**config.mk**
```make
export PLATFORM = sky130hd
export DESIGN_NAME = lfsr_encrypt
export DESIGN_NICKNAME = d
export VERILOG_FILES = /design/src/rtl/decrypt_pkg.sv /design/src/rtl/lfsr_core.sv /design/src/rtl/lfsr_encrypt.sv
export SDC_FILE = /design/constraint.sdc
export NUM_CORES = 1
export LEC_CHECK = 0
export CORE_MARGIN = 1.5
export CORE_UTILIZATION = 54
export DETAILED_ROUTE_END_ITERATION = 8
export GPL_ROUTABILITY_DRIVEN = 1
export PLACE_DENSITY_LB_ADDON = 0.12
export SETUP_SLACK_MARGIN = 0.3
export SLEW_MARGIN = 5
export SYNTH_ARGS = -nofsm -noshare
export SYNTH_HDL_FRONTEND = slang
export SYNTH_SLANG_ARGS = --single-unit
```
**constraint.sdc**
```tcl
create_clock -name clk -period 4 [get_ports clk]
set_input_delay 0.4 -clock clk [delete_from_list [all_inputs] [get_ports clk]]
set_output_delay 0.4 -clock clk [all_outputs]
set_load 0.005 [all_outputs]
```
**src/rtl/decrypt_pkg.sv**
```systemverilog
// Shared definitions for the LFSR cipher: encryptor FSM states, sizing constants
// and the LFSR step function used identically by both ends of the link.
package decrypt_pkg;
  localparam int MSG_LEN = 64;
  localparam int LFSR_W  = 5;

  typedef enum logic [2:0] {
    ENC_IDLE,
    ENC_PRE,
    ENC_FILL,
    ENC_MSG,
    ENC_DONE
  } enc_state_t;

  // Shift left, feedback = parity of the tapped bits.
  function automatic logic [LFSR_W-1:0] lfsr_next(input logic [LFSR_W-1:0] state,
                                                  input logic [LFSR_W-1:0] taps);
    return {state[LFSR_W-2:0], ^(state & taps)};
  endfunction
endpackage

```
**src/rtl/lfsr_core.sv**
```systemverilog
// Keystream register: load a seed, advance one step on request, otherwise hold.
module lfsr_core #(
  parameter int LFSR_W = decrypt_pkg::LFSR_W
) (
  input  logic              clk_i,
  input  logic              rst_i,
  input  logic              load_i,
  input  logic              step_i,
  input  logic [LFSR_W-1:0] seed_i,
  input  logic [LFSR_W-1:0] taps_i,
  output logic [LFSR_W-1:0] state_o
);
  import decrypt_pkg::*;

  logic [LFSR_W-1:0] state_q;
  logic [LFSR_W-1:0] state_d;

  always_comb begin
    state_d = state_q;
    if (load_i) begin
      state_d = seed_i;
    end else if (step_i) begin
      state_d = lfsr_next(state_q, taps_i);
    end
  end

  always_ff @(posedge clk_i or posedge rst_i) begin
    if (rst_i) begin
      state_q <= '0;
    end else begin
      state_q <= state_d;
    end
  end

  assign state_o = state_q;
endmodule

```
**src/rtl/lfsr_encrypt.sv**
```systemverilog
// Encryptor: writes pre_len preamble bytes then plaintext, each XORed with the
// current LFSR state, to a MSG_LEN-byte ciphertext buffer.
module lfsr_encrypt #(
  parameter int MSG_LEN = decrypt_pkg::MSG_LEN,
  parameter int LFSR_W  = decrypt_pkg::LFSR_W,
  parameter int ADDR_W  = $clog2(MSG_LEN)
) (
  input  logic              clk,
  input  logic              reset,
  input  logic              init,
  input  logic [LFSR_W-1:0] taps,
  input  logic [LFSR_W-1:0] start,
  input  logic [3:0]        pre_len,
  input  logic [7:0]        preamble,
  output logic [ADDR_W-1:0] rd_addr,
  input  logic [7:0]        rd_data,
  output logic              wr_en,
  output logic [ADDR_W-1:0] wr_addr,
  output logic [7:0]        wr_data,
  output logic              done
);
  import decrypt_pkg::*;

  enc_state_t        state_q;
  logic              init_q;
  logic [LFSR_W-1:0] taps_q;
  logic [3:0]        pre_len_q;
  logic [7:0]        preamble_q;
  logic [ADDR_W-1:0] cnt_q;
  logic [ADDR_W-1:0] rd_addr_q;
  logic              wr_en_q;
  logic [ADDR_W-1:0] wr_addr_q;
  logic [7:0]        wr_data_q;
  logic              done_q;

  logic              step_d;
  logic [7:0]        src_d;
  logic [LFSR_W-1:0] lfsr;
  logic [7:0]        key_byte;

  // The LFSR advances exactly on the cycles that register a write.
  always_comb begin
    step_d = 1'b0;
    src_d  = preamble_q;
    if (!init) begin
      case (state_q)
        ENC_PRE: step_d = 1'b1;
        ENC_MSG: begin
          step_d = 1'b1;
          src_d  = rd_data;
        end
        default: ;
      endcase
    end
  end

  assign key_byte = {{(8-LFSR_W){1'b0}}, lfsr};

  lfsr_core #(.LFSR_W(LFSR_W)) u_lfsr (
    .clk_i  (clk),
    .rst_i  (reset),
    .load_i (init),
    .step_i (step_d),
    .seed_i (start),
    .taps_i (taps_q),
    .state_o(lfsr)
  );

  always_ff @(posedge clk or posedge reset) begin
    if (reset) begin
      state_q    <= ENC_IDLE;
      init_q     <= 1'b0;
      taps_q     <= '0;
      pre_len_q  <= '0;
      preamble_q <= '0;
      cnt_q      <= '0;
      rd_addr_q  <= '0;
      wr_en_q    <= 1'b0;
      wr_addr_q  <= '0;
      wr_data_q  <= '0;
      done_q     <= 1'b0;
    end else begin
      init_q  <= init;
      wr_en_q <= 1'b0;
      if (init) begin
        taps_q     <= taps;
        pre_len_q  <= pre_len;
        preamble_q <= preamble;
        done_q     <= 1'b0;
        cnt_q      <= '0;
        rd_addr_q  <= '0;
        state_q    <= ENC_IDLE;
      end else begin
        case (state_q)
          ENC_IDLE: begin
            if (init_q) begin
              cnt_q   <= '0;
              state_q <= (pre_len_q == 4'd0) ? ENC_FILL : ENC_PRE;
            end
          end
          ENC_PRE: begin
            wr_en_q   <= 1'b1;
            wr_addr_q <= cnt_q;
            wr_data_q <= src_d ^ key_byte;
            cnt_q     <= cnt_q + 1'b1;
            if (cnt_q + 1'b1 == ADDR_W'(pre_len_q)) begin
              state_q <= ENC_FILL;
            end
          end
          ENC_FILL: begin
            // Address 0 has been on the bus since init; move on to 1.
            rd_addr_q <= rd_addr_q + 1'b1;
            state_q   <= ENC_MSG;
          end
          ENC_MSG: begin
            wr_en_q   <= 1'b1;
            wr_addr_q <= cnt_q;
            wr_data_q <= src_d ^ key_byte;
            cnt_q     <= cnt_q + 1'b1;
            // Stop the read pointer on the last plaintext byte actually needed.
            if (cnt_q < ADDR_W'(MSG_LEN-2)) begin
              rd_addr_q <= rd_addr_q + 1'b1;
            end
            if (cnt_q == ADDR_W'(MSG_LEN-1)) begin
              state_q <= ENC_DONE;
            end
          end
          ENC_DONE: done_q <= 1'b1;
          default:  state_q <= ENC_IDLE;
        endcase
      end
    end
  end

  assign rd_addr = rd_addr_q;
  assign wr_en   = wr_en_q;
  assign wr_addr = wr_addr_q;
  assign wr_data = wr_data_q;
  assign done    = done_q;
endmodule
```
-- Yosys cells after proc, flatten, opt, wreduce, memory -nomap -nowiden
Index checks and enable logic that the tools add are counted.
- register bits: 54
- bits in latches: 0
- bits in writable memories: 0
- bits in read-only memories: 0
- logic and storage cells: 61
- memories kept: 0
- $add $sub $neg: 2
- $mul: 0
- divide/modulo/power cells: 0
- magnitude comparators: 1
- equality and inequality tests: 11
- shift-type cells: 0
- multiplexer cells: 20
- bitwise gates (word level): 3
- reduce and logical (&&, ||, !) cells: 12
- operators by type and width (cell ; number):
    6-bit two-way mux ; 4
    6-bit case mux with 2 select lines ; 2
    8-bit two-way mux ; 2
    3-bit case mux with 5 select lines ; 1
    6-bit by 1-bit adder with 6-bit output (second input constant) ; 2
    3-bit two-way mux ; 4
    3-bit inequality test (second input constant) ; 4
    5-bit two-way mux ; 2
    8-bit by 5-bit XOR with 8-bit output ; 1
    3-bit by 2-bit equality test with 1-bit output (second input constant) ; 2
    6-bit by 4-bit equality test with 1-bit output ; 1
    6-bit equality test (second input constant) ; 1
    6-bit less-than comparator (second input constant) ; 1
    2-bit AND reduction ; 3
    3-bit nonzero test ; 2
    5-bit AND ; 1
    5-bit XOR reduction ; 1
    4-bit zero test ; 1
    1-bit two-way mux ; 4
    4-bit AND reduction ; 1
    2-bit nonzero test ; 2
    3-bit by 1-bit equality test with 1-bit output (second input constant) ; 1
    3-bit equality test (second input constant) ; 1
    3-bit zero test ; 1
    4 further kinds ; 4

-- Logic depth before layout (Yosys ltp)
Gate-level depths: netlist (run 1).
- word-level depth: 6
- depth in mapped cells: 6
- depth with buffers taken out: 6

-- Cells and area by module
A second synthesis (run 1) with hierarchy kept.
- cells, all modules: 244
- area, all modules: 2615.0 um2
- modules (own cells, without submodules) (module ; times used ; cells each ; area an instance (um2)):
    lfsr_encrypt ; 1 ; 212 ; 2314.7
    lfsr_core ; 1 ; 32 ; 300.3

-- Worst setup path before layout (run 1)
No wires, ideal clock.
- path type: reg2reg
- start: register cnt_q[0]
- end: register state_q[0]
- arrival time: 1.509 ns
- setup slack: 2.362 ns
- cell stages (with the launch flop): 6
- buffers on the path: 0
- clock period less this slack: 1.638 ns
- cells stage by stage: dfrtp_1 ha_1 xnor2_1 o2111a_1 nand3_1 o41a_1
- word-level cells in the longest chain between the ends: 4
- elaborated cells between the ends (all ways): 6
- those cells by class: 1 x add/sub; 4 x eq/ne; 1 x reduce/logical
- RTL lines (element ; line ; RTL):
    from (decl) ; lfsr_encrypt.sv:29 ; logic [ADDR_W-1:0] cnt_q;
    from (signal assigned) ; lfsr_encrypt.sv:105 ; cnt_q <= cnt_q + 1'b1;
    from (signal assigned) ; lfsr_encrypt.sv:119 ; cnt_q <= cnt_q + 1'b1;
    6-bit by 1-bit adder with 6-bit output ; lfsr_encrypt.sv:106 ; if (cnt_q + 1'b1 == ADDR_W'(pre_len_q)) begin
    6-bit by 4-bit equality test with 1-bit output ; lfsr_encrypt.sv:106 ;
    3-bit inequality test (no source line) ; -- ;
    4-bit AND reduction (no source line) (*) ; -- ;
    to (signal assigned) ; lfsr_encrypt.sv:98 ; state_q <= (pre_len_q == 4'd0) ? ENC_FILL : ENC_PRE;
    to (decl) ; lfsr_encrypt.sv:24 ; enc_state_t state_q;
Mark *: on every way between the ends. The rest lies on a longest branch, timed or not.
A chain may end at the register's enable or synchronous reset.

-- Final worst setup path (run 1)
- start: input port init
- end: register state_q[1]
- word-level cells in the longest chain between the ends: 2
- elaborated cells between the ends (all ways): 6
- those cells by class: 4 x eq/ne; 1 x mux; 1 x reduce/logical
- RTL lines (element ; line ; RTL):
    from (decl) ; lfsr_encrypt.sv:10 ; input logic init,
    3-bit inequality test (no source line) or 2-bit inequality test (tied branches) ; -- ;
    4-bit AND reduction (no source line) ; -- ;
Several ways; a longest one is shown, not always the timed one.

==> metrics.cfg, run 1 <==
[run_status]
status=complete, no violations

[worst_hold_path]
min_from=wr_addr[2]$_DFFE_PP0P_
holdCritPathClass=reg2reg
worstHoldPathCells=2
min_to=wr_addr[2]$_DFFE_PP0P_

[synth]
synthMuxAreaShare_pct=13.6
synthCells=229
synth_xor_area_share_pct=7.34
synth_compound_area_share_pct=9.38
yosysTopAreaCell=dfrtp_1
ys_warn_count=0
syn_area_per_cell_um2=11.0
synth_edf_count=0
ys_seq_area_share_pct=53.6
synth.top_cells.by_count=dfrtp_1, nand2_1, mux2_2
async_flop_share_pct=100
synthTopCellsByArea=dfrtp_1, mux2_2, nand2_1
ys.flop_type=dfrtp_1
ys_ff_latch=54
yosys.area_share.adder_pct=0.992
synth_top_family_by_area=multiplexers
synth-simple-area-share_pct=12.7
yosysMostFrequentCell=dfrtp_1
synth_area_um2=2520
ys_types=41
synth_top_area_share_pct=53.6
syn_nets=264

[sta]
worst_slew_pin_slew_ns=0.718
hold_violations=0
layout_setup_ws_ns=1.87
whs_ns=0.483
finalCritPeriodShare_pct=53.2
period_minus_slack_ns=2.13
finalSetupViolations=0
fmax_ghz=0.470
relSlewSlack_pct=52.0
rsz0062_at_grt=false
setup_tns_ns=0
slew_viol_final=0
skew_ns=0.00833

[power_and_ir_drop]
total_power_mw=1.36
max-vdd-ir-drop_v=0.000292
clock_power_share_pct=27.1
p_leak_nw=1.40
pwr-share-comb_pct=22.6
power_per_cell_area_nw_per_um2=424
seqPwrFrac_pct=50.2
p_sw_mw=0.351
swShare_pct=25.8
p_int_mw=1.01

[die]
ios=55
core_um2=4410
die_area_um2=5090
die-height_um=71.3
initial_utilization_pct=57.1
fp.dieW_um=71.3
num_rows=24

[cts]
cts_sinks=54
cts-resized-gates=0
htreeDepth=2
path_clk_slew_ns=0.08
cts_hold_buf=0
numCtsBuffers=5
cts_tree=yes
cts_root_buf=clkbuf_8
worstSkewPairLatency_ns=0.31
postCtsSetupRepairBufs=0
cts_max_path_buffers=2

[detailed_routing]
route.detailed.drc=0
drt_wl_total_um=4880
drt_pass1_iterations=4
drt-initial-drc-count=145
wl_per_cell_um=14.7
antenna_left=0
vias=1853
via_per_inst=5.58

[critical_path]
cp_max_fo=22
crit_arrival_ns=2.34
cpMaxStageDelayCell=nand2_1
cp-startpoint=init
crit_path_start_kind=input pin
crit_buf_inv=2
criticalPathCategory=in2reg
r2r.worst_path.cells=5
crit_required_ns=4.21
endpoint_kind=flip-flop
reg2reg_to=state_q[1]$_DFFE_PP0P_
max_stage_delay_ns=0.44
r2r-start=state_q[2]$_DFFE_PP0P_
ff2ff_setup_slack_ns=1.90
path_delay_family=buffers and inverters
crit_chain=clkdlybuf4s50_1 > nor2_1 > nand2_1 > inv_2 > o21ai_0 > o31ai_1

[global_route]
top_usage_layer=met2
met2_usage_pct=34.4
met3_usage_pct=5.49
gr-total-overflow=0
grt_pass1_vias=1825
globalRouteTotalUtil_pct=20.9
met1_usage_pct=26.8
grt_pass1_wl_um=8270
grt_max_degree=42
antenna_found_initial=0

[place]
hpwl_um=3350
pre_cts_ws_ns=1.60
gp_congestion=0.859
io_buffers=54

[cells_and_area]
num-fill-cells=324
drive_above_1_share_pct=11.1
fin_nets=315
num_antenna_cells=0
final_core_util_pct=72.6
area_growth_pct=27.1

[job]
cap_violations=0

-- per-layer routing --
layer  wire [um]  share of wire [%]  vias to the layer above
met5           0                  0                        -
met3         219                4.5                        7
met2        2350                 48                       52
met1        2220                 45                      905
met4          87                1.8                        0
li1            -                  -                      889
-- area by class of cell --
class	count	area, um2	area share [%]
repair buffers	56	556	17.3
clock inverters	1	30.0	0.936
inverters	3	11.3	0.351
well taps	52	65.1	2.03
clock buffers	6	82.6	2.58
multi-input cells	160	1110	34.6
flip-flops and latches	54	1350	42.1
-- tightest hold or removal path, delay by kind of cell, from the launching register on --
| family | cells | cell delay [ns] |
|---|---|---|
| flops | 1 | 0.35 |
| simple gates | 2 | 0.11 |
-- state kept, by name, summed over array words and instances, names as in the netlist --
name	flops
state_q	3
init_q	1
done	1
rd_addr	6
cnt_q	6
wr_addr	6
taps_q	5
pre_len_q	4
wr_en	1
preamble_q	8
u_lfsr.state_o	5
wr_data	8
-- through the flow --
stage	instances	area (um2)
floorplan	229	2520
global placement	325	3090
detailed placement	325	3090
CTS	332	3210
global route	332	3210
finish	332	3210
-- worst max path at each step --
stage | depth (start not counted) | endpoint
final | 6 | state_q[1]$_DFFE_PP0P_
after global placement | 7 | state_q[0]$_DFFE_PP0P_
after CTS | 6 | state_q[1]$_DFFE_PP0P_
after detailed placement | 7 | state_q[0]$_DFFE_PP0P_
after floorplan | 1 | cnt_q[0]$_DFFE_PP0P_
after global routing | 6 | state_q[1]$_DFFE_PP0P_
-- logic make-up (layout without fill, tap and decap cells) --
| family | count (synthesis) | in the layout |
|---|---|---|
| and+or+nand+nor | 72 | 72 |
| buffers and inverters | 15 | 66 |
| muxes | 32 | 32 |
| AOI/OAI and AO/OA | 36 | 36 |
| adders and majority gates | 2 | 2 |
| DFF | 54 | 54 |
| xor gates and xnor gates | 18 | 18 |
-- power groups by stage --
stage | Clock [mW] | Sequential, mW | Combinational [mW]
3_3_place_gp | 0 | 0.692 | 0.301
5_1_grt | 0.397 | 0.693 | 0.342
6_report | 0.369 | 0.683 | 0.308
3_5_place_dp | 0 | 0.692 | 0.310
4_1_cts | 0.376 | 0.683 | 0.312
2_1_floorplan | 0 | 0.677 | 0.165
-- cell usage in the layout (no fill, tap or decap), types with 3 or more instances in the layout --
cell type        netlist  layout
a21oi_1                6       6
clkbuf_8               0       6
clkdlybuf4s50_1        0      54
dfrtp_1               54      54
mux2_2                18      18
mux2i_1               13      13
nand2_1               37      37
nand3_1                5       5
nor2_1                17      17
nor2b_1                3       3
nor3b_1                3       3
o21ai_0                6       6
o21ai_1                8       8
o2bb2ai_1              3       3
xnor2_1                3       3
xor2_1                13      13
No activity file was read; power rests on OpenSTA's default activity.
==> run 2: changes to the inputs <==
--- a/config.mk
+++ b/config.mk
@@ -6,7 +6,7 @@
 export NUM_CORES = 1
 export LEC_CHECK = 0
 export CORE_MARGIN = 1.5
-export CORE_UTILIZATION = 54
+export CORE_UTILIZATION = 50
 export DETAILED_ROUTE_END_ITERATION = 8
 export GPL_ROUTABILITY_DRIVEN = 1
 export PLACE_DENSITY_LB_ADDON = 0.12
==> constraint.sdc (replaced) <==
create_clock -name clk -period 2 [get_ports clk]
set_input_delay 0.2 -clock clk [delete_from_list [all_inputs] [get_ports clk]]
set_output_delay 0.2 -clock clk [all_outputs]
set_load 0.005 [all_outputs]
==> run 2 against run 1 <==
Combinational power increased by 130%. Non-clock buffer count rose by 15. Largest power group unchanged. Global-route usage increased by 0.16 points. Critical path type is now reg2reg.
==> metrics.cfg, run 2 (synthesis gave the netlist of run 1 again) <==
[place]
gp_congestion=0.897  ; +4.4%
dp_cells=347  ; +6.8%
hpwl_um=3750  ; +12%
dpl_cell_area_um2=3180  ; +2.7%
io_buffers=54  ; unchanged
pre_cts_ws_ns=0.222  ; -1.38 ns

[power_and_ir_drop]
power_per_cell_area_nw_per_um2=821  ; +94%
total_power_mw=2.78  ; +100%
p_leak_nw=1.48  ; +5.6%
max-vdd-ir-drop_v=0.000525  ; +80%

[critical_path]
path_delay_family=simple AND/OR/NAND/NOR gates
crit_buf_inv=0  ; -2
crit_chain=or4_4 > a21oi_4 > nor4_1 > o41a_1
crit_arrival_ns=1.87  ; -0.47 ns
max_stage_delay_ns=0.56  ; +0.12 ns
r2r-start=pre_len_q[1]$_DFFE_PP0P_
ff2ff_setup_slack_ns=0.31  ; -1.59 ns
cp_max_fo=2  ; -91%
cpMaxStageDelayCell=or4_4
crit_required_ns=2.18  ; -2.03 ns
criticalPathCategory=reg2reg
crit_path_start_kind=flip-flop
r2r.worst_path.cells=4  ; -1
endpoint_kind=flip-flop
reg2reg_to=state_q[0]$_DFFE_PP0P_

[sta]
slew_viol_final=0  ; unchanged
layout_setup_ws_ns=0.313  ; -1.56 ns
hold_violations=0  ; unchanged
period_minus_slack_ns=1.69
setup_tns_ns=0  ; unchanged
rsz0062_at_grt=true
finalCritPeriodShare_pct=84.3
fmax_ghz=0.593
skew_ns=0.00754  ; -0.000784 ns
worst_slew_pin_slew_ns=0.633  ; -0.0852 ns
relSlewSlack_pct=57.7  ; +5.7 points
whs_ns=0.262  ; -0.221 ns
finalSetupViolations=0  ; unchanged

[global_route]
antenna_found_initial=0  ; unchanged
globalRouteTotalUtil_pct=21.1  ; +0.16 points
grt_pass1_vias=1879  ; +3.0%
gr-total-overflow=0  ; unchanged
grt_max_degree=33  ; -21%
grt_pass1_wl_um=8890  ; +7.5%

[detailed_routing]
vias=1904  ; +2.8%
route.detailed.drc=0  ; unchanged
drt_pass1_iterations=4  ; unchanged
antenna_left=0  ; unchanged
drt-initial-drc-count=95  ; -34%
via_per_inst=5.26  ; -5.8%
wl_per_cell_um=14.9  ; +1.6%
drt_wl_total_um=5400  ; +11%

[cts]
cts_root_buf=clkbuf_8
numCtsBuffers=5  ; unchanged
cts_sinks=54  ; unchanged
path_clk_slew_ns=0.09  ; about the same
cts_tree=yes
cts_max_path_buffers=2  ; unchanged
worstSkewPairLatency_ns=0.30  ; about the same
cts_hold_buf=0  ; unchanged
htreeDepth=2  ; unchanged

[job]
cap_violations=0  ; unchanged

[cells_and_area]
drive_above_1_share_pct=18.0  ; +6.9 points
num-fill-cells=371  ; +15%
fin_nets=330  ; +4.8%
layout_commonest_cell=clkdlybuf4s50_1
area_growth_pct=34.5
fin_cells=362  ; +9.0%
num_antenna_cells=0  ; unchanged
final_cell_mix=clkdlybuf4s50_1, dfrtp_1, nand2_1, mux2_2, nor2_1
stdcell_area_um2=3390  ; +5.8%
final_core_util_pct=70.9  ; -1.8 points

[die]
fp.dieW_um=74.0  ; +3.8%
initial_utilization_pct=52.7  ; -4.4 points
ios=55  ; unchanged
die_area_um2=5480  ; +7.7%
core_um2=4790  ; +8.4%
num_rows=25  ; +4.2%
die-height_um=74.0  ; +3.8%

[worst_hold_path]
holdCritPathClass=in2async

[run_status]
status=complete, no violations

## run 2: what timing repair did
action / in CTS / in global routing
buffers inserted: 4 / 4
setup endpoints to repair: 1 / 2
resized for setup: 3 / 5
pin swaps: 2 / 6
## run 2: area by class of cell
type	instances	area, um2	area share, %
Inverter	3	11.3	0.332
Clock inverter	1	30.0	0.885
Clock buffer	6	82.6	2.43
Tap cell	67	83.8	2.47
Timing Repair Buffer	71	681	20.1
Sequential cell	54	1360	39.9
Multi-Input combinational cell	160	1150	33.9
## run 2: worst max-delay path by stage
stage          depth (start not counted)  slack [ns]                      to                      from
2_1_floorplan                          5        0.36  state_q[0]$_DFFE_PP0P_      cnt_q[0]$_DFFE_PP0P_
3_5_place_dp                           5        0.22  state_q[0]$_DFFE_PP0P_      cnt_q[0]$_DFFE_PP0P_
5_1_grt                                4        0.25  state_q[0]$_DFFE_PP0P_  pre_len_q[1]$_DFFE_PP0P_
3_3_place_gp                           5        0.29  state_q[0]$_DFFE_PP0P_      cnt_q[0]$_DFFE_PP0P_
4_1_cts                                4        0.31  state_q[0]$_DFFE_PP0P_  pre_len_q[0]$_DFFE_PP0P_
6_report                               4        0.31  state_q[0]$_DFFE_PP0P_  pre_len_q[1]$_DFFE_PP0P_
## run 2: worst register-to-register path, cell delays in order (launching register included)
cell     delay (ns)
dfrtp_1        0.40
or4_4          0.56
a21oi_4        0.14
nor4_1         0.07
o41a_1         0.40
## run 2: report_power, final
| part | total [mW] | internal [mW] | switching (mW) |
|---|---|---|---|
| combinational | 0.696 | 0.420 | 0.276 |
| clock | 0.736 | 0.401 | 0.335 |
| sequential | 1.35 | 1.24 | 0.110 |
## run 2: routing by layer
| layer | vias to the layer above | share of wire [%] | track usage [%] | wire length, um |
|---|---|---|---|---|
| met5 | - | 0 | 0 | 0 |
| met4 | 0 | 1.2 | 4.73 | 65 |
| met3 | 8 | 3.9 | 4.61 | 210 |
| met2 | 46 | 50 | 35.7 | 2700 |
| met1 | 935 | 45 | 27.9 | 2420 |
| li1 | 915 | - | - | - |
==> run 3: changes to the inputs <==
==> constraint.sdc (replaced) <==
create_clock -name clk -period 1.6 [get_ports clk]
set_input_delay 0.16 -clock clk [delete_from_list [all_inputs] [get_ports clk]]
set_output_delay 0.16 -clock clk [all_outputs]
set_load 0.005 [all_outputs]
==> run 3 against run 2 <==
The flow now finishes with violations (setup timing). Critical path depth increased by 1. Sequential share of layout area is 1.7 points lower. Cell count is 4.1% higher. Sequential power is 24% higher. Worst hold slack worse by 0.014 ns. Clock power increased by 49%. Sequential cell count stayed put. Critical endpoint unchanged.
==> metrics.cfg, run 3 (synthesis gave the netlist of run 1 again) <==
[cts]
cts_tree=yes
path_clk_slew_ns=0.09  ; about the same
cts_root_buf=clkbuf_8
cts_max_path_buffers=2  ; unchanged
cts_sinks=54  ; unchanged
numCtsBuffers=5  ; unchanged
htreeDepth=2  ; unchanged
worstSkewPairLatency_ns=0.31  ; about the same

[sta]
rsz0062_at_grt=true
finalCritPeriodShare_pct=103  ; +19 points
worst_slew_pin_slew_ns=0.331  ; -0.301 ns
relSlewSlack_pct=77.6  ; +20 points
period_minus_slack_ns=1.65  ; -0.0356 ns
hold_violations=0  ; unchanged
layout_setup_ws_ns=-0.0513  ; -0.364 ns
skew_ns=0.00509  ; -0.00245 ns
slew_viol_final=0  ; unchanged
fmax_ghz=0.606  ; +2.2%
finalSetupViolations=1  ; +1

[place]
dp_cells=356  ; +2.6%
hpwl_um=3580  ; -4.7%
gp_congestion=0.796  ; -11%
io_buffers=54  ; unchanged
dpl_cell_area_um2=3250  ; +2.2%
pre_cts_ws_ns=-0.0509  ; -0.273 ns

[detailed_routing]
via_per_inst=5.10  ; -3.1%
wl_met2_um=2700  ; +0.15%
wl_met3_um=223  ; +6.2%
antenna_left=0  ; unchanged
routedLengthMet1_um=2320  ; -4.5%
drt-initial-drc-count=129  ; +36%
highest_layer=met4
drt_wl_total_um=5360  ; -0.83%
drt_pass1_iterations=4  ; unchanged
wl_per_cell_um=14.2  ; -4.8%
vias=1921  ; +0.89%
route.detailed.drc=0  ; unchanged

[global_route]
gr-total-overflow=0  ; unchanged
grt_pass1_wl_um=9240  ; +3.9%
grt_max_degree=55  ; +67%
antenna_found_initial=0  ; unchanged
globalRouteTotalUtil_pct=22.3  ; +1.2 points
grt_pass1_vias=2056  ; +9.4%

[critical_path]
crit_path_start_kind=flip-flop
endpoint_kind=flip-flop
crit_arrival_ns=1.84  ; -0.03 ns
cp_max_fo=4  ; +2
crit_required_ns=1.79  ; -0.39 ns
criticalPathCategory=reg2reg

[die]
ios=55  ; unchanged
die_area_um2=5480  ; unchanged
die-height_um=74.0  ; unchanged
core_um2=4790  ; unchanged
num_rows=25  ; unchanged
initial_utilization_pct=52.7  ; unchanged
fp.dieW_um=74.0  ; unchanged

[cells_and_area]
fin_cells=377  ; +4.1%
layout_commonest_cell=dfrtp_1
final_cell_mix=dfrtp_1, nand2_1, clkdlybuf4s50_1, buf_4, dlygate4sd2_1
num_antenna_cells=0  ; unchanged
fin_nets=344  ; +4.2%
drive_above_1_share_pct=22.6  ; +4.6 points
area_growth_pct=40.1
stdcell_area_um2=3530  ; +4.2%

[power_and_ir_drop]
power_per_cell_area_nw_per_um2=1040  ; +27%
max-vdd-ir-drop_v=0.000625  ; +19%
p_leak_nw=1.66  ; +12%

[worst_hold_path]
holdCritPathClass=in2async

[run_status]
violations=setup timing
status=finished, violations left

[job]
cap_violations=0  ; unchanged

run 3: critical path, stage by stage, from the launching register on:
cell and delay, ns:
dfrtp_1 0.43, ha_4 0.19, xnor3_1 0.20, o2111a_1 0.21, nand3_2 0.09, o41a_1 0.42
run 3: what timing repair did:
item	CTS	global route
resized for setup	32	5
hold buffers	0	0
pin swaps	8	1
buffers inserted	13	0
gates cloned	0	0
endpoints found under the setup margin	30	33
run 3: layer usage:
metal,vias up,global-route usage (%)
met4,0,8.64
met1,912,28.6
met3,11,5.28
met2,48,36.6
met5,-,0
li1,950,-
run 3: area by class of cell:
| class | count | area, um2 |
|---|---|---|
| inverter | 3 | 15.0 |
| fill | 365 | 1250 |
| multi-input combinational | 160 | 1170 |
| sequential | 54 | 1350 |
| tap | 67 | 83.8 |
| clock inverter | 2 | 60.1 |
| timing repair buffer | 85 | 766 |
| clock buffer | 6 | 82.6 |
run 3: path summary, 6_finish.rpt:
path	end	slack, ns	cells past startpoint	from
min	pre_len_q[3]$_DFFE_PP0P_	0.25	3	reset
min reg2reg	wr_addr[3]$_DFFE_PP0P_	0.47	2	wr_addr[3]$_DFFE_PP0P_
max	state_q[0]$_DFFE_PP0P_	-0.05	5	cnt_q[1]$_DFFE_PP0P_
max reg2reg	state_q[0]$_DFFE_PP0P_	-0.05	5	cnt_q[1]$_DFFE_PP0P_
min in group clk	u_lfsr.state_o[3]$_DFFE_PP0P_	0.41	3	start[3]
max in group asynchronous	wr_data[0]$_DFFE_PP0P_	1.09	3	reset
run 3: report_power, final:
group | switching [mW] | internal [mW]
Sequential | 0.118 | 1.55
Combinational | 0.372 | 0.529
Clock | 0.437 | 0.667
Total | 0.926 | 2.75
run 3: per-stage QoR:
step / TNS [ns] / utilization [%] / total power [mW] / hold slack (ns)
3_5_place_dp: -0.0509 / 67.9 / 2.57 / 0.462
2_1_floorplan: -0.0161 / - / 2.11 / 0.191
3_3_place_gp: -0.0214 / 67.9 / 2.55 / 0.457
4_1_cts: -0.00916 / 73.5 / 3.70 / 0.263
5_1_grt: -0.218 / 73.8 / 3.87 / 0.280
6_report: -0.0513 / 73.8 / 3.67 / 0.248
==> edit, RTL diff (settings of run 3) <==
Change the package constant `LFSR_W` from 5 to 4.
--- a/src/rtl/decrypt_pkg.sv
+++ b/src/rtl/decrypt_pkg.sv
@@ -2,7 +2,7 @@
 // and the LFSR step function used identically by both ends of the link.
 package decrypt_pkg;
   localparam int MSG_LEN = 64;
-  localparam int LFSR_W  = 5;
+  localparam int LFSR_W  = 4;
 
   typedef enum logic [2:0] {
     ENC_IDLE,
Interface: changed (resized start and taps); port bits go from 55 to 53. The function was not compared with the original's and may differ.
==> edit against run 3 <==
- cell count increased by 6.6%
- fmax increased by 6.1%
- first-iteration DRC count rose by 5.4%
- synthesized area up 3.0%
- setup slack gained 95 ps
- sequential cell count shrank 2
- critical path depth is the same
- routed wire length up 16%
- final area up 9.6%
- total power up 4.0%
- critical endpoint unchanged
==> edit: results (changes against run 3) <==
- Cell types occupying the most area after synthesis: sky130_fd_sc_hd__dfrtp_1, sky130_fd_sc_hd__mux2_2, sky130_fd_sc_hd__nand2_1
- CTS HTree Levels: 2 (unchanged)
- Crit-path leading delay family: compound AO/OA/AOI/OAI gates
- Routability cong.: 0.870 (+9.3%)
- Largest fanout on the critical path: 5 (+1)
- Number of fill cells: 348 (-4.7%)
- DR vias: 2,159 (+12%)
- Initial antenna violation count: 0 (unchanged)
- Clock Path Buffers: 2 (unchanged)
- Endpoint arrival time on the critical path: 1740 ps (-100 ps)
- 1st-pass router iterations: 4 (unchanged)
- Worst IR Drop VDD: 0.739 mV (+18%)
- Number of DRC violations after detailed-routing iteration 0: 136 (+5.4%)
- Reg clk slew, reported paths: 90 ps (about the same)
- Antenna cell count: 0 (unchanged)
- DP HPWL: 3.94 mm (+10%)
- Total track usage: 22.8% (+0.56 points)
- Largest net degree at the start of global routing: 30 (-45%)
- Syn Inst Count: 244 (+6.6%)
- Synth async-reset ratio: 100% (unchanged)
- Leakage power of the design: 1.76 nW (+5.9%)
- Via count of the first global-routing pass: 2,131 (+3.6%)
- Fraction of final layout cells with drive strength greater than 1: 35.8% (+13 points)
- Synth Net Count: 277 (+4.9%)
- CP max stage cell: sky130_fd_sc_hd__dfrtp_2
- Transition time at the pin with the least slew margin: 418 ps (+86.5 ps)
- Cell types with the highest counts after synthesis: sky130_fd_sc_hd__dfrtp_1, sky130_fd_sc_hd__nand2_1, sky130_fd_sc_hd__o21ai_0
- Wire length of the first global-routing pass: 9.76 mm (+5.7%)
- Placed Cells: 371 (+4.2%)
- Wirelength, routed: 6.20 mm (+16%)
- Clock Tree Root: sky130_fd_sc_hd__clkbuf_8
- CTS buffer count: 5 (unchanged)
- Worst Skew: 5.30 ps (+0.211 ps)
- Clock latency reported for the late side of the worst-skew pair: 300 ps
- Portion of the post-synthesis area used by sequential elements: 50.1% (-3.5 points)
- Yosys warning total: 0 (unchanged)
- Unique cell type count in the Yosys netlist: 52 (+27%)
- Worst stage delay on the critical path: 450 ps (+20 ps)
- PortBufs: 52 (-3.7%)
- Outcome: complete, no violations
- Tightest Hold Check Type: input pin to asynchronous set/reset pin
- Routed length per placed instance: 15.4 um (+8.5%)
[edit: cell count changes after synthesis, sizes merged, moves of 3 or more]
cell | before | now
clkbuf | 5 | 9
inv | 3 | 7
mux2 | 19 | 15
nand2b | 1 | 4
nor2 | 17 | 9
o21ai | 14 | 18
xnor2 | 3 | 6
xor2 | 13 | 7
[edit: where the power goes]
group,internal (mW),switching [mW]
combinational,0.755,0.585
sequential,1.51,0.165
clock,0.386,0.415
total,2.66,1.17
[edit: cell type report]
cell class | instances | area [um2] | share of cell area [%]
Tap cell | 70 | 87.6 | 2.26
Sequential cell | 52 | 1300 | 33.6
Multi-Input combinational cell | 167 | 1390 | 36.0
Clock buffer | 7 | 96.3 | 2.49
Inverter | 7 | 35.0 | 0.905
Timing Repair Buffer | 99 | 958 | 24.7
[edit: logic make-up (layout without fill, tap and decap cells)]
group	after synthesis	after routing	share of synthesized area [%]
compound gates	45	45	11.7
mux	28	28	11.5
flops	52	52	50.1
xor+xnor	14	14	5.25
simple gates	78	78	14.8
fa+ha+maj	2	2	0.963
buf+inv	25	113	5.78
[edit: final timing paths]
check / start / end / slack [ps] / cells past startpoint
worst max-delay path: cnt_q[1] / state_q[0] / 40 / 5
worst min-delay path: reset / preamble_q[6] / 190 / 2
worst max register to register: cnt_q[1] / state_q[0] / 40 / 5
worst min register to register: wr_data[0] / wr_data[0] / 510 / 2
max in group asynchronous: reset / cnt_q[1] / 970 / 3
min in group clk: start[0] / u_lfsr.state_o[0] / 420 / 3
[edit: metal layers]
layer,GRT usage (%),vias up,share of wire [%]
met5,0,-,0
met4,8.89,0,2.0
met3,5.09,12,5.6
met2,38.2,69,51
met1,29.0,1055,42
li1,-,1023,-
[edit: what timing repair did]
action                                  in CTS  in global routing
pin swaps                                   10                 11
cloned                                       1                  0
endpoints found under the setup margin      54                 31
buffers inserted                            20                  3
gates resized for setup                     53                 39
[edit: through the flow]
stage	hold WS [ps]	setup slack, ps	power, mW	area (um2)	utilization [%]
after detailed placement	465	-83.9	2.72	3300	65.5
after CTS	206	79.9	3.60	3680	73.1
after global routing	221	0.629	4.01	3870	76.8
after global placement	453	-64.0	2.69	3300	65.5
final	195	43.8	3.82	3870	76.8
after floorplan	191	28.2	2.25	2670	-
